--- src/rtl/zclock_gen_pkg.sv ---
// Shared mode numbers and stall-FSM state encoding for the Z80 clock generator.
package zclock_gen_pkg;

  localparam int ZM_3M5 = 0;
  localparam int ZM_7M  = 1;
  localparam int ZM_14M = 2;

  typedef enum logic [1:0] {
    ZS_RUN    = 2'd0,
    ZS_STALL  = 2'd1,
    ZS_RESUME = 2'd2
  } zstate_e;

endpackage

--- src/rtl/zclock_gen_if.sv ---
// Bundle between the Z80 clock generator and the arbiter / bus logic around it.
interface zclock_gen_if
  import zclock_gen_pkg::*;
#(
  parameter int MODE_W = 2
);

  // No valid/ready pairs here: pre_cend is a one-fclk pulse with no back-pressure,
  // stall_req is a level sampled every fclk, and zpos/zneg are one-fclk strobes.
  logic [MODE_W-1:0] turbo;
  logic              pre_cend;
  logic              stall_req;
  logic              zclk_out;
  logic              zpos;
  logic              zneg;
  logic [MODE_W-1:0] int_mode;
  logic              stalled;
  zstate_e           state;

  modport master (
    output turbo, pre_cend, stall_req,
    input  zclk_out, zpos, zneg, int_mode, stalled, state
  );

  modport slave (
    input  turbo, pre_cend, stall_req,
    output zclk_out, zpos, zneg, int_mode, stalled, state
  );

endinterface

--- src/rtl/zclock_gen_sync.sv ---
// Divides arbiter pre_cend pulses by SYNC_DIV; sync_pt marks every SYNC_DIV-th pulse.
module zclock_gen_sync #(
  parameter int SYNC_DIV = 2
) (
  input  logic fclk,
  input  logic rst,
  input  logic pre_cend,
  output logic sync_pt
);

  localparam int SC_W = (SYNC_DIV > 1) ? $clog2(SYNC_DIV) : 1;

  logic [SC_W-1:0] sync_cnt;

  assign sync_pt = pre_cend && (sync_cnt == SC_W'(SYNC_DIV - 1));

  always_ff @(posedge fclk) begin
    if (rst) begin
      sync_cnt <= '0;
    end else if (pre_cend) begin
      sync_cnt <= sync_pt ? '0 : sync_cnt + SC_W'(1);
    end
  end

endmodule

--- src/rtl/zclock_gen.sv ---
// Z80 clock generator: fclk / 2^(CNT_W-mode), mode changes aligned to sync points,
// with high-phase stretching in fast modes and zpos/zneg edge strobes.
module zclock_gen
  import zclock_gen_pkg::*;
#(
  parameter int CNT_W     = 3,
  parameter int MODE_W    = 2,
  parameter int SYNC_DIV  = 2,
  parameter int STALL_MIN = ZM_14M
) (
  input logic         fclk,
  input logic         rst,
  zclock_gen_if.slave zif
);

  zstate_e           state, state_nx;
  logic [CNT_W-1:0]  cnt, cnt_nx;
  logic [MODE_W-1:0] int_mode, mode_nx, turbo_cl;
  logic              zclk, zclk_nx;
  logic              cnt_bit, fall_raw, sync_pt, stalled;

  zclock_gen_sync #(.SYNC_DIV(SYNC_DIV)) u_sync (
    .fclk     (fclk),
    .rst      (rst),
    .pre_cend (zif.pre_cend),
    .sync_pt  (sync_pt)
  );

  assign turbo_cl = (int'(zif.turbo) > CNT_W - 1) ? MODE_W'(CNT_W - 1) : zif.turbo;

  // Counter bit that sets the half-period: bit CNT_W-1-int_mode.
  always_comb begin
    cnt_bit = 1'b0;
    for (int i = 0; i < CNT_W; i++) begin
      if (int'(int_mode) == CNT_W - 1 - i) cnt_bit = cnt[i];
    end
  end

  always_comb begin
    state_nx = state;
    cnt_nx   = cnt;
    mode_nx  = int_mode;
    zclk_nx  = zclk;
    fall_raw = 1'b0;
    case (state)
      ZS_RUN: begin
        zclk_nx  = ~cnt_bit;
        fall_raw = zclk & cnt_bit;
        if (sync_pt) begin
          cnt_nx  = '1;
          mode_nx = turbo_cl;
        end else if (fall_raw && zif.stall_req && int'(int_mode) >= STALL_MIN) begin
          // Swallow this falling edge and freeze the phase counter.
          state_nx = ZS_STALL;
          zclk_nx  = zclk;
        end else begin
          cnt_nx = cnt - CNT_W'(1);
        end
      end
      ZS_STALL: begin
        if (!zif.stall_req) state_nx = ZS_RESUME;
      end
      ZS_RESUME: begin
        if (sync_pt) begin
          state_nx = ZS_RUN;
          cnt_nx   = '1;
          mode_nx  = turbo_cl;
          zclk_nx  = 1'b0;
        end
      end
      default: state_nx = ZS_RUN;
    endcase
  end

  always_ff @(posedge fclk) begin
    if (rst) begin
      state    <= ZS_RUN;
      cnt      <= '1;
      int_mode <= MODE_W'(ZM_3M5);
      zclk     <= 1'b0;
    end else begin
      state    <= state_nx;
      cnt      <= cnt_nx;
      int_mode <= mode_nx;
      zclk     <= zclk_nx;
    end
  end

  assign stalled      = (state != ZS_RUN);
  assign zif.stalled  = stalled;
  assign zif.zclk_out = zclk;
  assign zif.int_mode = int_mode;
  assign zif.state    = state;
  assign zif.zpos     = ~stalled & zclk_nx & ~zclk;
  assign zif.zneg     = ~stalled & ~zclk_nx & zclk;

endmodule

--- src/flat_wrapper.sv ---
// flat-port wrapper written by rule: the top's interface ports become plain ports
module zclock_gen_flat import zclock_gen_pkg::*;
#(
  parameter int CNT_W     = 3,
  parameter int MODE_W    = 2,
  parameter int SYNC_DIV  = 2,
  parameter int STALL_MIN = ZM_14M
)
  (fclk, rst, zif_turbo, zif_pre_cend, zif_stall_req, zif_zclk_out, zif_zpos, zif_zneg, zif_int_mode, zif_stalled, zif_state);
  zclock_gen_if #(.MODE_W(MODE_W)) zif_i ();
  input logic fclk;
  input logic rst;
  input wire logic [$bits(zif_i.turbo)-1:0] zif_turbo;
  input wire logic [$bits(zif_i.pre_cend)-1:0] zif_pre_cend;
  input wire logic [$bits(zif_i.stall_req)-1:0] zif_stall_req;
  output wire logic [$bits(zif_i.zclk_out)-1:0] zif_zclk_out;
  output wire logic [$bits(zif_i.zpos)-1:0] zif_zpos;
  output wire logic [$bits(zif_i.zneg)-1:0] zif_zneg;
  output wire logic [$bits(zif_i.int_mode)-1:0] zif_int_mode;
  output wire logic [$bits(zif_i.stalled)-1:0] zif_stalled;
  output wire logic [$bits(zif_i.state)-1:0] zif_state;
  assign zif_i.turbo = zif_turbo;
  assign zif_i.pre_cend = zif_pre_cend;
  assign zif_i.stall_req = zif_stall_req;
  assign zif_zclk_out = zif_i.zclk_out;
  assign zif_zpos = zif_i.zpos;
  assign zif_zneg = zif_i.zneg;
  assign zif_int_mode = zif_i.int_mode;
  assign zif_stalled = zif_i.stalled;
  assign zif_state = zif_i.state;
  zclock_gen #(.CNT_W(CNT_W), .MODE_W(MODE_W), .SYNC_DIV(SYNC_DIV), .STALL_MIN(STALL_MIN)) u_core (.fclk(fclk), .rst(rst), .zif(zif_i));
endmodule
--- config.mk ---
export PLATFORM = sky130hd
export DESIGN_NAME = zclock_gen_flat
export DESIGN_NICKNAME = d
export VERILOG_FILES = /design/src/rtl/zclock_gen_pkg.sv /design/src/rtl/zclock_gen_if.sv /design/src/rtl/zclock_gen_sync.sv /design/src/rtl/zclock_gen.sv /design/src/flat_wrapper.sv
export SDC_FILE = /design/constraint.sdc
export NUM_CORES = 1
export LEC_CHECK = 0
export CAP_MARGIN = 20
export CELL_PAD_IN_SITES_DETAIL_PLACEMENT = 1
export CELL_PAD_IN_SITES_GLOBAL_PLACEMENT = 2
export CORE_MARGIN = 2
export CORE_UTILIZATION = 23
export CTS_CLUSTER_DIAMETER = 60
export DETAILED_ROUTE_END_ITERATION = 16
export HOLD_SLACK_MARGIN = 0.15
export PLACE_DENSITY = 0.82
export SLEW_MARGIN = 20
export SYNTH_ARGS = -nofsm -noshare
export SYNTH_HDL_FRONTEND = slang
export SYNTH_HIERARCHICAL = 1
export SYNTH_SLANG_ARGS = --single-unit
--- constraint.sdc ---
create_clock -name fclk -period 1.3 [get_ports fclk]
set_clock_uncertainty 0.2 [all_clocks]
set_input_delay 0.26 -clock fclk [delete_from_list [all_inputs] [get_ports fclk]]
set_output_delay 0.26 -clock fclk [all_outputs]
set_load 0.05 [all_outputs]
==> summary.txt <==
Floorplan
  – I/O pins: 14
  – Die ar.: 2480 sq um
  – Core region area: between 1500 and 2000 sq um
  – Chip height: between 40 and 50 um
  – Initial Util: between 20 and 25%
  – Die width: ~50 um
  – Num rows: 16

Worst setup path
  – Critical-path top delay cell: dfxtp_4
  – CP Max Fanout: 4
  – Crit path arrival time: approximately 1.5 ns
  – Worst Setup Start Kind: register
  – Type of element capturing the critical path: output port
  – Reg2Reg Depth: 6
  – Worst path max stage delay: around 0.35 ns
  – Crit Reg-Reg Startpoint: u_core/zif.int_mode[1]
  – Critical path required time: 0.84 ns
  – Crit path from: u_core/zif.int_mode[1]
  – Crit path cell chain: buf_4, and4b_1, nand2_1, and4_4, buf_12
  – Setup Crit Path Kind: reg -> out

Synth
  – Synth Flop Type: dfxtp_1
  – Synth Net Count: 62
  – Seq/Total Area, Yosys: between 30% and 40%
  – Synth cell types: 29
  – Synthesized area: between 400 and 500 sq um
  – Adder-Cell Fraction of Synth Area: about 2.6%
  – Count leader, synth: dfxtp_1
  – Area contributors post-synth: dfxtp_1 (37%), mux2i_1 (8.3%), nand2_1 (4.7%), a21oi_1 (3.1%), nor3_1 (3.1%)
  – Compound-cell area share of the yosys netlist: 14.5%
  – Xor/xnor share of the synthesized area: under 10%
  – Avg Inst Size Synth: just under 9 sq um
  – Most frequent cells after synthesis: dfxtp_1 (9), nand2_1 (6), mux2i_1 (4)
  – Gate count of the mapped netlist: 55
  – Area share of the largest cell type after synthesis: ~37%
  – Share of synthesized registers carrying an async set or reset: 0%
  – Warning count from the yosys run: 6
  – Multiplexer share of the synthesized area: ~8.3%
  – #FFs+latches synth: 9
  – Largest family of logic cells by synthesized area: simple AND/OR/NAND/NOR gates
  – Cell taking the most area after synthesis: dfxtp_1
  – Synth Area in Simple Gates: 32.2%
  – EDFF count, synth: 0

Power
  – Comb pwr share: about a third
  – Lkg Pwr: between 0.4 and 0.5 nW
  – Clock Power Share: between 20 and 30%
  – Pint: roughly 0.00054 W
  – Maximum vdd ir drop: between 0.4 and 0.5 mV
  – Sw frac: roughly 29%
  – Psw: roughly 0.00022 W
  – PwrDens: 698 nW/um^2
  – Total Power: 0.000753 W
  – Sequential share of power: between 30% and 40%

Layout
  – Share of layout cells above drive strength 1: between 60 and 70%
  – Final Net Count: 108
  – Layout area overhead: 124%
  – Final Instance Area: 1080 sq um
  – Final Non-Filler Cells: around 130
  – Fill cells: about 240
  – Antenna fix cells: 0
  – Multi-input gate area: between 300 and 400 sq um
  – Sequential cell area: roughly 200 sq um

Global routing
  – Initial antenna violation count: 0
  – Vias in the first global route: 620
  – GR Util All Layers: 15.8%
  – Largest net degree at the start of global routing: 10
  – GRT overflow: 0
  – First-pass GRT wire length: 2830 um

Hold path
  – Hold Path Origin: zif_pre_cend
  – Worst min path class: in -> reg
  – Hold depth: 3

Timing
  – Setup TNS: -2.87 ns
  – Worst Tran Pin Value: about 0.42 ns
  – Final min period: approximately 1.9 ns
  – Period Utilization, post-route: 148%
  – RSZ-0062 raised after global routing: true
  – Max transition margin: around 72%
  – Final setup fails: 13
  – Fmax: just over 500 MHz
  – Slew Viols, Final: 0
  – Final worst slack: -0.630 ns
  – Final hold vios: 0

Clock tree
  – CTS tree: yes
  – CTS clk-pin slew, worst paths: 0.06 ns
  – # clock sinks: 9
  – CTS buffer count: 3
  – Htree depth: 1
  – Bufs on Longest Clock Path: 2
  – Hold_buf cts: 0
  – Clk root buf: clkbuf_4
  – Worst skew pair latency: between 0.2 and 0.3 ns

Placed design
  – Hpwl dp: 1230 um
  – DP Cell Count: 114
  – Dpl cell area: 900 sq um
  – GP Congestion: between 0.7 and 0.8
  – Port bufs: 13
  – DP Worst Slack: -0.736 ns

Route
  – Vias/cell: between 4 and 5
  – Final ANT Viol Nets: 0
  – Routed length per instance: 15.1 um
  – DR DRC count: 0
  – Via count: 580
  – Initial DRC Count: 2
  – Pre-Repair DR Iteration Count: 4
  – WL final: 1920 um

Flow run
  – Max Cap Violations: 0

Outcome
  – Status: finished with violations
  – Failing checks: negative setup slack
[cells in the final DEF, fill, tap and decap left out, types with 2 or more instances in the layout]
master           Yosys  final
clkdlybuf4s50_1      0      2
dfxtp_4              0      5
mux2i_1              4      3
dfxtp_2              0      3
buf_6                0     10
buf_12               0      7
nand2_1              6      5
buf_4                0     20
dlygate4sd2_1        0      2
inv_1                3      2
nor2_1               3      3
a21oi_1              3      2
clkbuf_4             0      3
nand3b_1             2      2
[critical path, delay by kind of cell (launching register included)]
| family | cells | cell delay, ns |
|---|---|---|
| simple gates | 3 | 0.58 |
| flops | 1 | 0.35 |
| buf+inv | 2 | 0.28 |
[cell type report]
cell class                      count  area share (%)
Clock buffer                        4            2.44
Inverter                            3            1.39
Multi-Input combinational cell     42            32.3
Sequential cell                     9            18.8
Tap cell                           27            3.13
Timing Repair Buffer               42            42.0
[sequential cells by signal (all words and copies together), names as in the netlist]
| signal | count |
|---|---|
| u_core/u_sync/sync_cnt | 1 |
| u_core/cnt | 3 |
| u_core/zif.state | 2 |
| u_core/zif.zclk_out | 1 |
| u_core/zif.int_mode | 2 |
[power by group through the flow]
stage | sequential [W] | combinational [W] | clock, W
2_1_floorplan | 0.000315 | 0.0000777 | 0
3_3_place_gp | 0.000301 | 0.000198 | 0
3_5_place_dp | 0.000302 | 0.000206 | 0
4_1_cts | 0.000296 | 0.000228 | 0.000232
5_1_grt | 0.000301 | 0.000255 | 0.000247
6_report | 0.000299 | 0.000237 | 0.000216
[metal layers]
layer	GRT usage (%)	wire length, um	vias to the layer above
met2	28.9	1000	16
met5	0	0	-
met1	16.8	820	271
met4	8.33	38	0
li1	-	-	289
met3	3.33	58	4
[stage by stage]
step	utilization, %	hold WS, ns
detailed placement	45.9	0.358
CTS	51.7	0.200
global route	55.0	0.230
global placement	45.9	0.356
finish	55.0	0.207
floorplan	-	0.132
[repair_timing]
item / CTS / global route
setup endpoints to repair: 16 / 16
buffers inserted: 4 / 6
resized for setup: 18 / 10
gates cloned: 0 / 0
pin swaps: 11 / 10
[kinds of logic after synthesis]
| logic type | Yosys count |
|---|---|
| AO/OA/AOI/OAI | 10 |
| XOR/XNOR | 1 |
| adder cells (fa/ha/maj) | 1 |
| buffers and inverters | 4 |
| flip-flops | 9 |
| multiplexers | 4 |
| AND/OR/NAND/NOR | 26 |
[worst paths after layout]
kind                                               end  slack [ns]
worst min-delay path            u_core/u_sync/sync_cnt        0.21
worst max-delay path                          zif_zneg       -0.63
worst max register to register     u_core/zif.zclk_out       -0.37
worst min register to register     u_core/zif.state[0]        0.36
Note: power is estimated with default switching activity, not from simulation.
==> edit 1 (same settings) <==
`MODE_W` is set to 2 in 3 places; all go to 4.
--- a/src/rtl/zclock_gen_if.sv
+++ b/src/rtl/zclock_gen_if.sv
@@ -4,3 +4,3 @@
 #(
-  parameter int MODE_W = 2
+  parameter int MODE_W = 4
 );
--- a/src/rtl/zclock_gen.sv
+++ b/src/rtl/zclock_gen.sv
@@ -6,3 +6,3 @@
   parameter int CNT_W     = 3,
-  parameter int MODE_W    = 2,
+  parameter int MODE_W    = 4,
   parameter int SYNC_DIV  = 2,
--- a/src/flat_wrapper.sv
+++ b/src/flat_wrapper.sv
@@ -4,3 +4,3 @@
   parameter int CNT_W     = 3,
-  parameter int MODE_W    = 2,
+  parameter int MODE_W    = 4,
   parameter int SYNC_DIV  = 2,
Interface: changed (resized zif_int_mode and zif_turbo); port bits go from 14 to 18. No check against the original RTL was run, so the function may have changed too.
==> edit 1 against the unedited design <==
- the flow still finishes with violations (negative setup slack)
- wire length grew 19%
- sequential cell count grew 2
- die area grew 12%
- synthesized area grew 13%
- combinational power grew 21%
- power grew 19%
- clock power grew 14%
- setup slack gained 0.015 ns
- cell area grew 29%
- highest routed layer unchanged
==> edit 1: results (changes against the unedited design) <==
GPL Wtd Cong 0.727 (was 0.726); critical path arrival 1.45 ns (was 1.47 ns); Largest register FFs 4 (was 3); IO buf count 17 (was 13); Syn Inst Count 63 (was 55); share of layout cells above drive strength 1 72.0% (was 63.0%); r2r setup slk -0.49 ns (was -0.37 ns); LEAKAGE 0.585 nW (was 0.466 nW); initial DRC count 6 (was 2); vias in the first global route 783 (was 620); fin nets 135 (was 108); WL per Instance 15.0 um (was 15.1 um); Yosys cell types 26 (was 29); crit path max fanout 6 (was 4); routed vias 738 (was 580); Sum Neg Setup Slack -4.47 ns (was -2.87 ns); failing checks negative setup slack (unchanged); outcome complete, but fails checks (unchanged); Min Hold Slack 0.188 ns (was 0.207 ns); GRT Total Usage 18.4% (was 15.8%); worst vdd ir 0.389 mV (was 0.483 mV); post-synthesis sequential area ratio 40.4% (was 37.4%); Post-Syn Nets 72 (was 62); commonest cells in the netlist 11 x dfxtp_1, 8 x nor3_1, 7 x nor2_1 (was 9 x dfxtp_1, 6 x nand2_1, 4 x mux2i_1); Slew HR 75.5% (was 72.2%); Critical R2R Launch u_core/zif.int_mode[0] (was u_core/zif.int_mode[1]); final setup margin -0.615 ns (was -0.630 ns); biggest regs u_core/zif.int_mode x4, u_core/cnt x3, u_core/zif.state x2 (was u_core/cnt x3, u_core/zif.int_mode x2, u_core/zif.state x2); clk_lat worst skew 0.28 ns (was 0.26 ns); Inst Count DP 132 (was 114); Final setup viols 19 (was 13); pre-CTS WS -0.639 ns (was -0.736 ns); placed cell areas 1100 um^2 (was 900 um^2); largest net degree at the start of global routing 11 (was 10); dpl hpwl 1.53 mm (was 1.23 mm); largest cells by area after synthesis dfxtp_1 40%, nor3_1 7.3%, nor2_1 4.8%, nor2b_1 4.6%, a41oi_2 3.0% (was dfxtp_1 37%, mux2i_1 8.3%, nand2_1 4.7%, a21oi_1 3.1%, nor3_1 3.1%); global-route wire length before repair 3.64 mm (was 2.83 mm)
-- edit 1: cell count changes in the layout (fill, tap and decap cells not counted), sizes merged, moves of 3 or more --
cell | before | now
buf | 37 | 52
clkdlybuf4s50 | 2 | 5
mux2i | 4 | 0
nand2 | 6 | 2
nor2 | 4 | 7
nor3 | 3 | 8
-- edit 1: per-layer routing --
metal / global-route usage (%) / wire length [um] / share of wire (%) / vias up
met4: 7.69 / 20 / 0.87 / 0
met5: 0 / 0 / 0 / -
met2: 34.4 / 1240 / 54 / 23
li1: - / - / - / 358
met1: 20.1 / 953 / 42 / 353
met3: 3.14 / 81 / 3.5 / 4
-- edit 1: cell type report --
| class | instances | area, um^2 | area share (%) |
|---|---|---|---|
| sequential | 11 | 251 | 18.1 |
| multi-input combinational | 47 | 407 | 29.3 |
| timing repair buffer | 59 | 651 | 46.8 |
| clock buffer | 3 | 22.5 | 1.62 |
| clock inverter | 1 | 5.00 | 0.360 |
| tap | 28 | 35.0 | 2.52 |
| inverter | 4 | 17.5 | 1.26 |
-- edit 1: logic make-up after synthesis --
kind of cell / after synthesis / share of synthesized area (%)
XOR/XNOR: 1 / 1.61
buffers and inverters: 5 / 3.44
AND/OR/NAND/NOR: 32 / 34.2
adder cells (fa/ha/maj): 1 / 2.29
flip-flops: 11 / 40.4
AO/OA/AOI/OAI: 13 / 18.1
-- edit 1: critical path, stage by stage, from the launching register on --
cell and delay (ns):
dfxtp_4 0.38, o21ai_1 0.17, and3_4 0.23, and4b_4 0.25, buf_12 0.13
-- edit 1: power by group --
part | internal [mW] | switching [mW]
clock network | 0.114 | 0.132
registers | 0.344 | 0.0180
logic | 0.168 | 0.119
==> edit 2 (config.mk and constraints unchanged) <==
Made on the original files. Make the reset (`rst`) asynchronous in 2 clocked blocks.
--- a/src/rtl/zclock_gen_sync.sv
+++ b/src/rtl/zclock_gen_sync.sv
@@ -16,3 +16,3 @@
 
-  always_ff @(posedge fclk) begin
+  always_ff @(posedge fclk or posedge rst) begin
     if (rst) begin
--- a/src/rtl/zclock_gen.sv
+++ b/src/rtl/zclock_gen.sv
@@ -74,3 +74,3 @@
 
-  always_ff @(posedge fclk) begin
+  always_ff @(posedge fclk or posedge rst) begin
     if (rst) begin
Formal check against the unedited RTL: differs if rst is asserted again (counterexample within 4 cycles, from zero or initial values and one cycle with rst high); with rst held inactive, the same outputs for 10 cycles.
==> edit 2 against the unedited design <==
- the run still ends with negative setup slack left
- critical path type unchanged
- sequential cell count stayed put
- critical endpoint unchanged
- cell area is 12% higher
- setup slack got worse by 0.15 ns
- die area increased by 1.9%
- synthesized area rose by 2.1%
- cell count unchanged
- synthesized cell count down 3.6%
- wire length is 9.5% higher
- first-iteration DRC count shrank 100%
Power is left out: it rests on default switching activity, and per cell area and clock period it moved more than threefold.
==> edit 2: results (changes against the unedited design) <==
M1 wire length 796 um (was 820 um); crit path max fanout 2 (was 4); Max Clk Rate 481 MHz (was 518 MHz); average cell area after synthesis 9.28 um^2 (was 8.76 um^2); critical path arrival 1.62 ns (was 1.47 ns); hold crit path type register to register (was input pin to register); # fillers 203 (was 236); Critical R2R Launch u_core/cnt[0] (was u_core/zif.int_mode[1]); Crit-path slowest cell dfstp_2 (was dfxtp_4); GRT Total Usage 18.5% (was 15.8%); commonest cells in the netlist 8 x inv_1, 6 x dfrtp_1, 5 x nor2_1 (was 9 x dfxtp_1, 6 x nand2_1, 4 x mux2i_1); Post-Syn Nets 60 (was 62); WL per Instance 16.6 um (was 15.1 um); Crit path max-delay family flip-flops (was simple AND/OR/NAND/NOR gates); Pre-antenna DRT Iters 1 (was 4); outcome complete, but fails checks (unchanged); failing checks negative setup slack (unchanged); final setup margin -0.777 ns (was -0.630 ns); largest net degree at the start of global routing 9 (was 10); Hold Startpoint u_core/cnt[1] (was zif_pre_cend); placed cell areas 926 um^2 (was 900 um^2); GR Util met1 18.9% (was 16.8%); Most used DFF post-synth dfrtp_1 (was dfxtp_1); Final setup viols 15 (was 13); grt met3 use 4.76% (was 3.33%)
[edit 2: cell types whose count changed in the layout (fill, tap and decap cells not counted), sizes merged, moves of 3 or more]
cell   delta
dfrtp     +6
mux2i     -3
dfstp     +3
dfxtp     -9
inv       +4
[edit 2: final cells by class]
type | instances | share of cell area (%)
Clock buffer | 4 | 2.17
Inverter | 8 | 3.41
Multi-Input combinational cell | 35 | 29.3
Sequential cell | 9 | 19.4
Tap cell | 27 | 2.79
Timing Repair Buffer | 44 | 42.9
[edit 2: kinds of logic after synthesis]
kind of cell | synth area share, %
xor+xnor | 1.78
flops | 46.6
buf+inv | 6.87
fa+ha+maj | 2.54
mux | 4.33
compound gates | 15.8
simple gates | 22.1
[edit 2: repair_timing]
action / in CTS / in global routing
pin swaps: 11 / 9
hold buffers: 2 / 0
setup endpoints to repair: 16 / 24
hold endpoints to repair: 7 / 0
setup buffers: 10 / 5
gates resized for setup: 24 / 14
[edit 2: worst max-delay path by stage]
| stage | startpoint | depth (start not counted) | endpoint |
|---|---|---|---|
| 2_1_floorplan | u_core/zif.int_mode[1] | 4 | zif_zneg |
| 3_3_place_gp | zif_stall_req | 5 | u_core/cnt[2] |
| 3_5_place_dp | zif_pre_cend | 5 | zif_zneg |
| 4_1_cts | u_core/cnt[0] | 5 | zif_zneg |
| 5_1_grt | u_core/cnt[0] | 5 | zif_zneg |
| 6_report | u_core/cnt[2] | 5 | zif_zneg |
[edit 2: worst reg2reg max path, stage by stage, from the launching register on]
cell and delay (ns):
dfstp_2 0.54, buf_4 0.10, buf_6 0.08, buf_6 0.09
inv_2 0.04, o31a_1 0.35, a211oi_2 0.23, nor3_2 0.06
